**config.mk**
```make
export PLATFORM = sky130hd
export DESIGN_NAME = vga_plot_arbiter
export DESIGN_NICKNAME = d
export VERILOG_FILES = /design/src/rtl/vga_plot_arbiter.sv
export SDC_FILE = /design/constraint.sdc
export NUM_CORES = 1
export LEC_CHECK = 0
export CAP_MARGIN = 10
export CORE_ASPECT_RATIO = 0.9
export CORE_UTILIZATION = 38
export CTS_CLUSTER_DIAMETER = 100
export DETAILED_ROUTE_END_ITERATION = 16
export HOLD_SLACK_MARGIN = 0.03
export MAX_ROUTING_LAYER = met4
export PLACE_DENSITY = 0.77
export SETUP_SLACK_MARGIN = 0.5
export SLEW_MARGIN = 10
export SYNTH_ARGS = -nofsm -noshare
export SYNTH_HDL_FRONTEND = slang
export SYNTH_SLANG_ARGS = --single-unit
export TNS_END_PERCENT = 50
```
**constraint.sdc**
```tcl
create_clock -name clk -period 2.85 [get_ports clk]
set_input_delay 0.4275 -clock clk [delete_from_list [all_inputs] [get_ports clk]]
set_output_delay 0.4275 -clock clk [all_outputs]
set_load 0.1 [all_outputs]
```
**src/rtl/vga_plot_arbiter.sv**
```systemverilog
// Arbitrates the vga_adapter write port between NUM_REQ single-pixel requesters
// (round-robin) and a non-preemptible rectangle-fill engine.
`timescale 1ns/1ps
module vga_plot_arbiter #(
    parameter int NUM_REQ = 4,
    parameter int X_MAX   = 159,
    parameter int Y_MAX   = 119
) (
    input  logic                   clk,
    input  logic                   reset,
    input  logic [NUM_REQ-1:0]     req,
    input  logic [8*NUM_REQ-1:0]   req_x,
    input  logic [7*NUM_REQ-1:0]   req_y,
    input  logic [3*NUM_REQ-1:0]   req_colour,
    output logic [NUM_REQ-1:0]     gnt,
    input  logic                   fill_start,
    input  logic [7:0]             fill_x0,
    input  logic [7:0]             fill_x1,
    input  logic [6:0]             fill_y0,
    input  logic [6:0]             fill_y1,
    input  logic [2:0]             fill_colour,
    output logic                   fill_busy,
    output logic                   fill_done,
    output logic [7:0]             x_out,
    output logic [6:0]             y_out,
    output logic [2:0]             colour,
    output logic                   plot
);
    localparam int IW = (NUM_REQ > 1) ? $clog2(NUM_REQ) : 1;

    typedef enum logic [0:0] {IDLE = 1'b0, FILL = 1'b1} state_t;

    state_t               state_r, state_s;
    logic [IW-1:0]        rr_r, rr_s, win_s;
    logic                 pend_r, pend_s, busy_r, busy_s, done_r, done_s, plot_r, plot_s;
    logic [NUM_REQ-1:0]   gnt_r, gnt_s;
    logic [7:0]           x_r, x_s, fx0_r, fx0_s, fx1_r, fx1_s, cx_r, cx_s;
    logic [6:0]           y_r, y_s, fy0_r, fy0_s, fy1_r, fy1_s, cy_r, cy_s;
    logic [2:0]           col_r, col_s, fcol_r, fcol_s;
    logic [7:0]           x1c_s, pix_x_s, nx_s, sel_x_s;
    logic [6:0]           y1c_s, pix_y_s, ny_s, sel_y_s;
    logic [2:0]           sel_c_s;
    logic                 empty_s, last_s, any_s;

    // Clip the requested rectangle to the screen and flag an empty result
    always_comb begin
        x1c_s   = (fill_x1 > 8'(X_MAX)) ? 8'(X_MAX) : fill_x1;
        y1c_s   = (fill_y1 > 7'(Y_MAX)) ? 7'(Y_MAX) : fill_y1;
        empty_s = (fill_x0 > x1c_s) || (fill_y0 > y1c_s);
    end

    // Round-robin search starting at the pointer, then mux out the winner's fields
    always_comb begin
        logic [IW-1:0] idx_v;
        any_s   = 1'b0;
        win_s   = '0;
        idx_v   = '0;
        sel_x_s = 8'd0;
        sel_y_s = 7'd0;
        sel_c_s = 3'd0;
        for (int k = 0; k < NUM_REQ; k++) begin
            idx_v = IW'((int'(rr_r) + k) % NUM_REQ);
            if (!any_s && req[idx_v]) begin
                any_s = 1'b1;
                win_s = idx_v;
            end else begin
                win_s = win_s;
            end
        end
        for (int j = 0; j < NUM_REQ; j++) begin
            if (win_s == IW'(j)) begin
                sel_x_s = req_x[8*j +: 8];
                sel_y_s = req_y[7*j +: 7];
                sel_c_s = req_colour[3*j +: 3];
            end else begin
                sel_x_s = sel_x_s;
            end
        end
    end

    // Current fill pixel (first pixel comes straight from the latched origin) and its successor
    always_comb begin
        if (state_r == IDLE) begin
            pix_x_s = fx0_r;
            pix_y_s = fy0_r;
        end else begin
            pix_x_s = cx_r;
            pix_y_s = cy_r;
        end
        last_s = (pix_x_s == fx1_r) && (pix_y_s == fy1_r);
        if (pix_x_s == fx1_r) begin
            nx_s = fx0_r;
            ny_s = pix_y_s + 7'd1;
        end else begin
            nx_s = pix_x_s + 8'd1;
            ny_s = pix_y_s;
        end
    end

    // Next-state and next-output logic
    always_comb begin
        state_s = state_r;
        rr_s    = rr_r;
        pend_s  = pend_r;
        busy_s  = busy_r;
        done_s  = 1'b0;
        plot_s  = 1'b0;
        gnt_s   = '0;
        x_s     = x_r;
        y_s     = y_r;
        col_s   = col_r;
        fx0_s   = fx0_r;
        fx1_s   = fx1_r;
        fy0_s   = fy0_r;
        fy1_s   = fy1_r;
        fcol_s  = fcol_r;
        cx_s    = cx_r;
        cy_s    = cy_r;

        if (fill_start && !busy_r) begin
            fx0_s  = fill_x0;
            fx1_s  = x1c_s;
            fy0_s  = fill_y0;
            fy1_s  = y1c_s;
            fcol_s = fill_colour;
            if (empty_s) begin
                done_s = 1'b1;
            end else begin
                pend_s = 1'b1;
                busy_s = 1'b1;
            end
        end else begin
            fcol_s = fcol_r;
        end

        case (state_r)
            IDLE: begin
                if (pend_r) begin
                    state_s = FILL;
                    plot_s  = 1'b1;
                    x_s     = pix_x_s;
                    y_s     = pix_y_s;
                    col_s   = fcol_r;
                    done_s  = last_s;
                    cx_s    = nx_s;
                    cy_s    = ny_s;
                end else if (any_s) begin
                    gnt_s[win_s] = 1'b1;
                    plot_s = (sel_x_s <= 8'(X_MAX)) && (sel_y_s <= 7'(Y_MAX));
                    x_s    = sel_x_s;
                    y_s    = sel_y_s;
                    col_s  = sel_c_s;
                    rr_s   = (int'(win_s) == NUM_REQ - 1) ? '0 : win_s + IW'(1);
                end else begin
                    plot_s = 1'b0;
                end
            end
            FILL: begin
                // done_r means the last pixel is on the port this cycle
                if (done_r) begin
                    state_s = IDLE;
                    busy_s  = 1'b0;
                    pend_s  = 1'b0;
                end else begin
                    plot_s = 1'b1;
                    x_s    = pix_x_s;
                    y_s    = pix_y_s;
                    col_s  = fcol_r;
                    done_s = last_s;
                    cx_s   = nx_s;
                    cy_s   = ny_s;
                end
            end
            default: begin
                state_s = IDLE;
            end
        endcase
    end

    // State and output registers
    always_ff @(posedge clk) begin
        if (reset) begin
            state_r <= IDLE;
            rr_r    <= '0;
            pend_r  <= 1'b0;
            busy_r  <= 1'b0;
            done_r  <= 1'b0;
            plot_r  <= 1'b0;
            gnt_r   <= '0;
            x_r     <= 8'd0;
            y_r     <= 7'd0;
            col_r   <= 3'd0;
            fx0_r   <= 8'd0;
            fx1_r   <= 8'd0;
            fy0_r   <= 7'd0;
            fy1_r   <= 7'd0;
            fcol_r  <= 3'd0;
            cx_r    <= 8'd0;
            cy_r    <= 7'd0;
        end else begin
            state_r <= state_s;
            rr_r    <= rr_s;
            pend_r  <= pend_s;
            busy_r  <= busy_s;
            done_r  <= done_s;
            plot_r  <= plot_s;
            gnt_r   <= gnt_s;
            x_r     <= x_s;
            y_r     <= y_s;
            col_r   <= col_s;
            fx0_r   <= fx0_s;
            fx1_r   <= fx1_s;
            fy0_r   <= fy0_s;
            fy1_r   <= fy1_s;
            fcol_r  <= fcol_s;
            cx_r    <= cx_s;
            cy_r    <= cy_s;
        end
    end

    assign gnt       = gnt_r;
    assign plot      = plot_r;
    assign x_out     = x_r;
    assign y_out     = y_r;
    assign colour    = col_r;
    assign fill_busy = busy_r;
    assign fill_done = done_r;

endmodule

```
; ---- Word level (Yosys, flattened, before mapping)
; Index checks and enable logic that the tools add are counted.
[word_totals]
register_bits = 77
latch_bits = 0
mem_bits_rw = 0
romBits = 0
in_bits = 112
output_inout_bits = 25
word_cells = 138
n_memories = 0
[op_classes]
addsub = 6
mul = 0
div = 0
n_lt_le_gt_ge = 12
n_eq_ne = 9
n_shift = 0
muxes = 74
bitwise_logic = 3
n_reduce_logical = 17
[op_table]
columns = op, n
row1 = $mux 8, 12
row2 = $mux 7, 12
row3 = $pmux 8 s2, 2
row4 = $pmux 7 s2, 2
row5 = $mux 1, 25
row6 = $mux 3, 7
row7 = $lt 2x3->1 const B, 5
row8 = $mux 2, 5
row9 = $add 8x1->8 const B, 1
row10 = $bmux 1 s2, 4
row11 = $eq 8x8->1, 1
row12 = $gt 8x8->1, 1
row13 = $gt 8x8->1 const B, 1
row14 = $le 8x8->1 const B, 1
row15 = $add 7x1->7 const B, 1
row16 = $eq 7x7->1, 1
row17 = $gt 7x7->1, 1
row18 = $gt 7x7->1 const B, 1
row19 = $le 7x7->1 const B, 1
row20 = $logic_and 1x1->1, 7
row21 = $pmux 1 s2, 3
row22 = $pmux 3 s2, 1
row23 = $add 2x1->2 const B, 2
row24 = $add 2x2->2 const B, 2
row25 = other kinds (13), 22

; ---- Depth between registers and ports, before layout
[logic_depth]
word_depth = 22
mapped_depth = 15
mapped_depth_nobuf = 13

; ---- Worst setup path before layout
; OpenSTA, ideal clock, no wires.
[synth_timing]
path_kind = input -> register
startpoint = input port req[0]
endpoint = register col_r[1], in the netlist colour[1]
setup_time_ns = 0.074
t_arrival_ns = 2.482
required_ns = 2.776
setup_slack_ns = 0.294
stages = 14
n_path_buf = 3
cell_sequence = inv_1 -> nor2_1 -> a21oi_1 -> nor2_1 -> a221oi_1 -> and2_1 -> ha_1 -> clkbuf_1 -> buf_1 -> clkbuf_1 -> nand2_1 -> o211ai_1 -> o21ai_0 -> o21ai_0
[synth_between]
elab_chain_cells = 20
elab_cells_between_ends = 35
classes_between = 4 x eq/ne / 23 x mux / 8 x reduce/logical
[synth_lines]
columns = element, line
row1 = from (decl), 11  ; input logic [NUM_REQ-1:0] req,
row2 = $bmux 1 s2, 63  ; if (!any_s && req[idx_v]) begin
row3 = $mux 1 (not written as such), 63
row4 = $mux 1, 63
row5 = $logic_not 1->1, 63
row6 = $logic_and 1x1->1, 63
row7 = $mux 1, 63
row8 = $logic_not 1->1, 63
row9 = $logic_and 1x1->1, 63
row10 = $mux 1, 63
row11 = $logic_not 1->1, 63
row12 = $logic_and 1x1->1, 63
row13 = $mux 2, 63
row14 = $logic_not 2->1, 71  ; if (win_s == IW'(j)) begin
row15 = $mux 3 (4 in series), 71
row16 = $mux 3, 147  ; end else if (any_s) begin
row17 = $mux 3, 138  ; if (pend_r) begin
row18 = $pmux 3 s2, 136  ; case (state_r)
row19 = to (signal assigned), 210  ; col_r <= col_s;
row20 = to (decl), 39  ; logic [2:0] col_r, col_s, fcol_r, fcol_s;
; Several ways; a longest one is shown, not always the timed one. The select of a mux whose other input is x is not followed.
; A chain may end at the register's enable or synchronous reset.

; ---- Worst setup path after layout
[layout_timing]
startpoint = register rr_r[0]
endpoint = register plot_r, in the netlist plot
[layout_between]
elab_chain_cells = 22
elab_cells_between_ends = 43
classes_between = 3 x add/sub / 2 x order compare / 3 x eq/ne / 27 x mux / 8 x reduce/logical
[layout_lines]
columns = element, line
row1 = from (decl), 34  ; logic [IW-1:0] rr_r, rr_s, win_s;
row2 = from (signal assigned), 202  ; rr_r <= rr_s;
row3 = "parallel branches: the longest is 19 deep, another holds $add 2x1->2", -
row4 = $mux 1 (*), 147
row5 = $mux 1 (*), 138
row6 = $pmux 1 s2 (*), 136
row7 = to (signal assigned), 206  ; plot_r <= plot_s;
row8 = to (decl), 35  ; logic pend_r, pend_s, busy_r, busy_s, done_r, done_s, plot_r, plot_s;
; Mark *: on every way between the ends. The select of a mux whose other input is x is not followed.

==> metrics.txt <==
run status=completed; cells after synthesis=~630; CTS max path bufs=2; Max FO, Critical Path=7; Placer Congestion=0.830; Critical Path End Type=flip-flop; critical path type=reg -> reg; CTS tree=yes; TritonRoute pass-1 iters=4; Die Area=about 13,000 um2; MaxCap Viol Count=0; largest family of logic cells by synthesized area=simple AND/OR/NAND/NOR gates; # rows=38; internal reg-to-reg setup slack=approximately 0.43 ns; initial core utilization=39.0%; Yosys cell types=51; Critical Path AT=2.65 ns; DP Area=6370 um2; Min Hold Slack=0.432 ns; Crit-path slowest cell=dfxtp_4; fin nets=930; Vias=between 5,000 and 6,000; Syn Nets=between 700 and 800; R2R depth=13; Setup Skew=0.00757 ns; final worst-path setup slack=0.435 ns; CP max stage delay=between 0.3 and 0.4 ns; simple logic cell fraction of the synthesized area=25.9%; vias in the first global route=4,662; # IOs=137; Clock Sink Count=between 70 and 80; Power Density=740 nW/um2; share of layout cells above drive strength 1=20.6%; H-tree levels=3; ys async rst share=0%; RSZ-0062 raised after global routing=yes; Root Driver=clkbuf_16; LEAKAGE=~0.0028 uW; Worst setup SP type=flip-flop; post-synthesis mux area share=4.31%; ys flop type=dfxtp_1; Clock Pin Slew Worst Setup and Hold Paths=0.06 ns; setup_tns=0 ns; Setup violations, final=0; DRT iter0 DRCs=354; Hold Crit Depth=3; crit-path cells=nor2_4, a21oi_2, nor2_1, a221oi_2, and2_4, ha_4, buf_12, nand3b_1, a21oi_1, a21oi_1, o21ai_2, o21a_1, o41ai_2; Worst R2R Start=rr_r[0]; IO Port Bufs=136; Worst Hold End=fy1_r[4]; DRC=0; Syn Std Cell Area=4710 um2; initial antenna violation count=0; Total GRT Usage=22.3%; gr ovfl total=0; DP Worst Slack=-0.136 ns; Slew Limit Headroom=49.3%; Slew Viols, Final=0; clock latency at the later pin of the worst-skew pair=0.34 ns; worst slew pin tran=0.761 ns; Worst R2R End=plot; share of the synthesized area in the top cell type=around a third; largest net degree at the start of global routing=44; post-synthesis compound-gate area fraction=21.6%; required arrival time at the worst endpoint=around 3.1 ns; Max rail drop VDD=0.471 mV; ANT nets after route=0; synth warn=0; Synth area leaders=dfxtp_1 (33%), nand2_1 (9.4%), a21oi_1 (8.8%), ha_1 (5.6%), nand3b_1 (4.9%); CTS Buf Count=9; average size of a mapped cell=7.45 um2; Synth Area in XOR/XNOR=around 4.3%; dpl hpwl=10,400 um; per-cell routed wire length=15.3 um; routed vias/inst=5.34; P&R area growth vs syn=53.6%; Tot Pwr=5350 uW; first-pass GRT wire length=22,200 um; die width=119 um; critical path's most frequent cell=a21oi_1; Final Cycle Share=a little over four fifths; post-layout instance area=7230 um2; hold wc startpoint=fill_y1[4]; diode count=0; critical path startpoint=rr_r[0]; DRT Wirelength=14,700 um; Seq cells post-synth=a little under 80; Final min period=between 2 and 2.5 ns; Post-Synth Adder-Cell Area=5.58%; hold crit path type=in -> reg; Synth area leader=dfxtp_1; Hold Violations, Final=0; number of flops mapped to enable cells by yosys=0; core area=12,100 um2; FMAX=414 MHz; die height=approximately 110 um; sequential area share after synthesis=32.7%
state kept, by name, summed over array words and instances (netlist names):
name       count
x_out          8
cy_r           7
fx0_r          8
pend_r         1
plot           1
cx_r           8
fx1_r          8
state_r        1
fill_busy      1
colour         3
y_out          7
gnt            4
fy1_r          7
fy0_r          7
fcol_r         3
fill_done      1
rr_r           2
cells in the final DEF (no fill, tap or decap), types with 6 or more instances in the layout:
| cell | instances |
|---|---|
| o21ai_1 | 28 |
| buf_4 | 71 |
| o21ai_0 | 16 |
| nand3_1 | 15 |
| o211ai_1 | 8 |
| a211oi_1 | 8 |
| nand4_1 | 6 |
| xor2_1 | 7 |
| a21oi_2 | 12 |
| clkbuf_16 | 14 |
| inv_1 | 16 |
| a21oi_1 | 71 |
| ha_1 | 17 |
| a311oi_1 | 7 |
| xnor2_1 | 16 |
| mux2i_1 | 6 |
| buf_12 | 6 |
| nor2_1 | 46 |
| clkdlybuf4s50_1 | 105 |
| nand3b_1 | 31 |
| dfxtp_1 | 75 |
| nand2_1 | 117 |
| mux2_2 | 7 |
worst max-delay path: cells and delay by family (launching register included):
kind | cells | cell delay, ns
AOI/OAI and AO/OA | 7 | 1.23
adders and majority gates | 1 | 0.15
DFF | 1 | 0.39
buffers and inverters | 1 | 0.11
and+or+nand+nor | 4 | 0.42
metal layers:
layer,vias to the layer above,global-route usage (%),routed length (um)
li1,2539,-,-
met1,2417,26.4,6340
met2,146,38.6,7340
met3,26,4.50,747
met4,0,5.71,296
met5,-,-,0
cells in the mapped netlist, types with 2 or more instances:
cell / instances
a211o_1: 2
a211oi_1: 11
a21oi_1: 83
a22oi_1: 4
a311oi_1: 7
a31oi_1: 2
and2_1: 7
buf_1: 5
buf_2: 2
buf_4: 2
buf_6: 2
clkbuf_1: 33
dfxtp_1: 77
ha_1: 21
inv_1: 19
mux2_2: 7
mux2i_1: 6
mux2i_2: 3
nand2_1: 118
nand2b_1: 5
nand3_1: 16
nand3b_1: 31
nand4_1: 6
nor2_1: 50
nor2b_1: 4
nor3_1: 6
nor4_1: 2
nor4_4: 2
o211ai_1: 8
o21ai_0: 44
o22ai_1: 3
or2_2: 2
or3_1: 3
xnor2_1: 16
xor2_1: 7
what timing repair did:
action	CTS	global route
hold buffers	0	0
gates resized for setup	37	56
pin swaps	12	33
setup endpoints to repair	33	32
cloned	2	5
buffers inserted	5	14
worst max-delay path by stage:
stage | to | slack [ns]
final | plot | 0.43
after global routing | plot | 0.28
after CTS | fill_done | 0.46
after detailed placement | plot | -0.14
after global placement | plot | -0.13
after floorplan | plot | 0.58
cell type report:
type / instances / area (um2)
clock buffers: 10 / 239
multi-input cells: 492 / 3130
clock inverters: 5 / 75.1
repair buffers: 198 / 1970
flip-flops and latches: 77 / 1550
inverters: 19 / 71.3
well taps: 160 / 200
fillers: 1087 / 4850
cells by family (layout without fill, tap and decap cells):
group	after synthesis	in the layout
buf+inv	63	232
flops	77	77
compound gates	176	176
fa+ha+maj	21	21
xor+xnor	23	23
mux	17	17
simple gates	255	255
power by group:
| group | switching (uW) | total (uW) | leakage (uW) | internal (uW) |
|---|---|---|---|---|
| logic | 1610 | 2780 | 0.00200 | 1170 |
| registers | 119 | 1360 | 0.000635 | 1240 |
| clock network | 432 | 1210 | 0.000158 | 780 |
per-stage QoR:
| step | util [%] | instances |
|---|---|---|
| 3_5_place_dp | 52.7 | 920 |
| 4_1_cts | 57.1 | 942 |
| 2_1_floorplan | - | 632 |
| 6_report | 59.9 | 961 |
| 3_3_place_gp | 52.7 | 920 |
| 5_1_grt | 59.9 | 961 |
No activity file was read; power rests on OpenSTA's default activity.
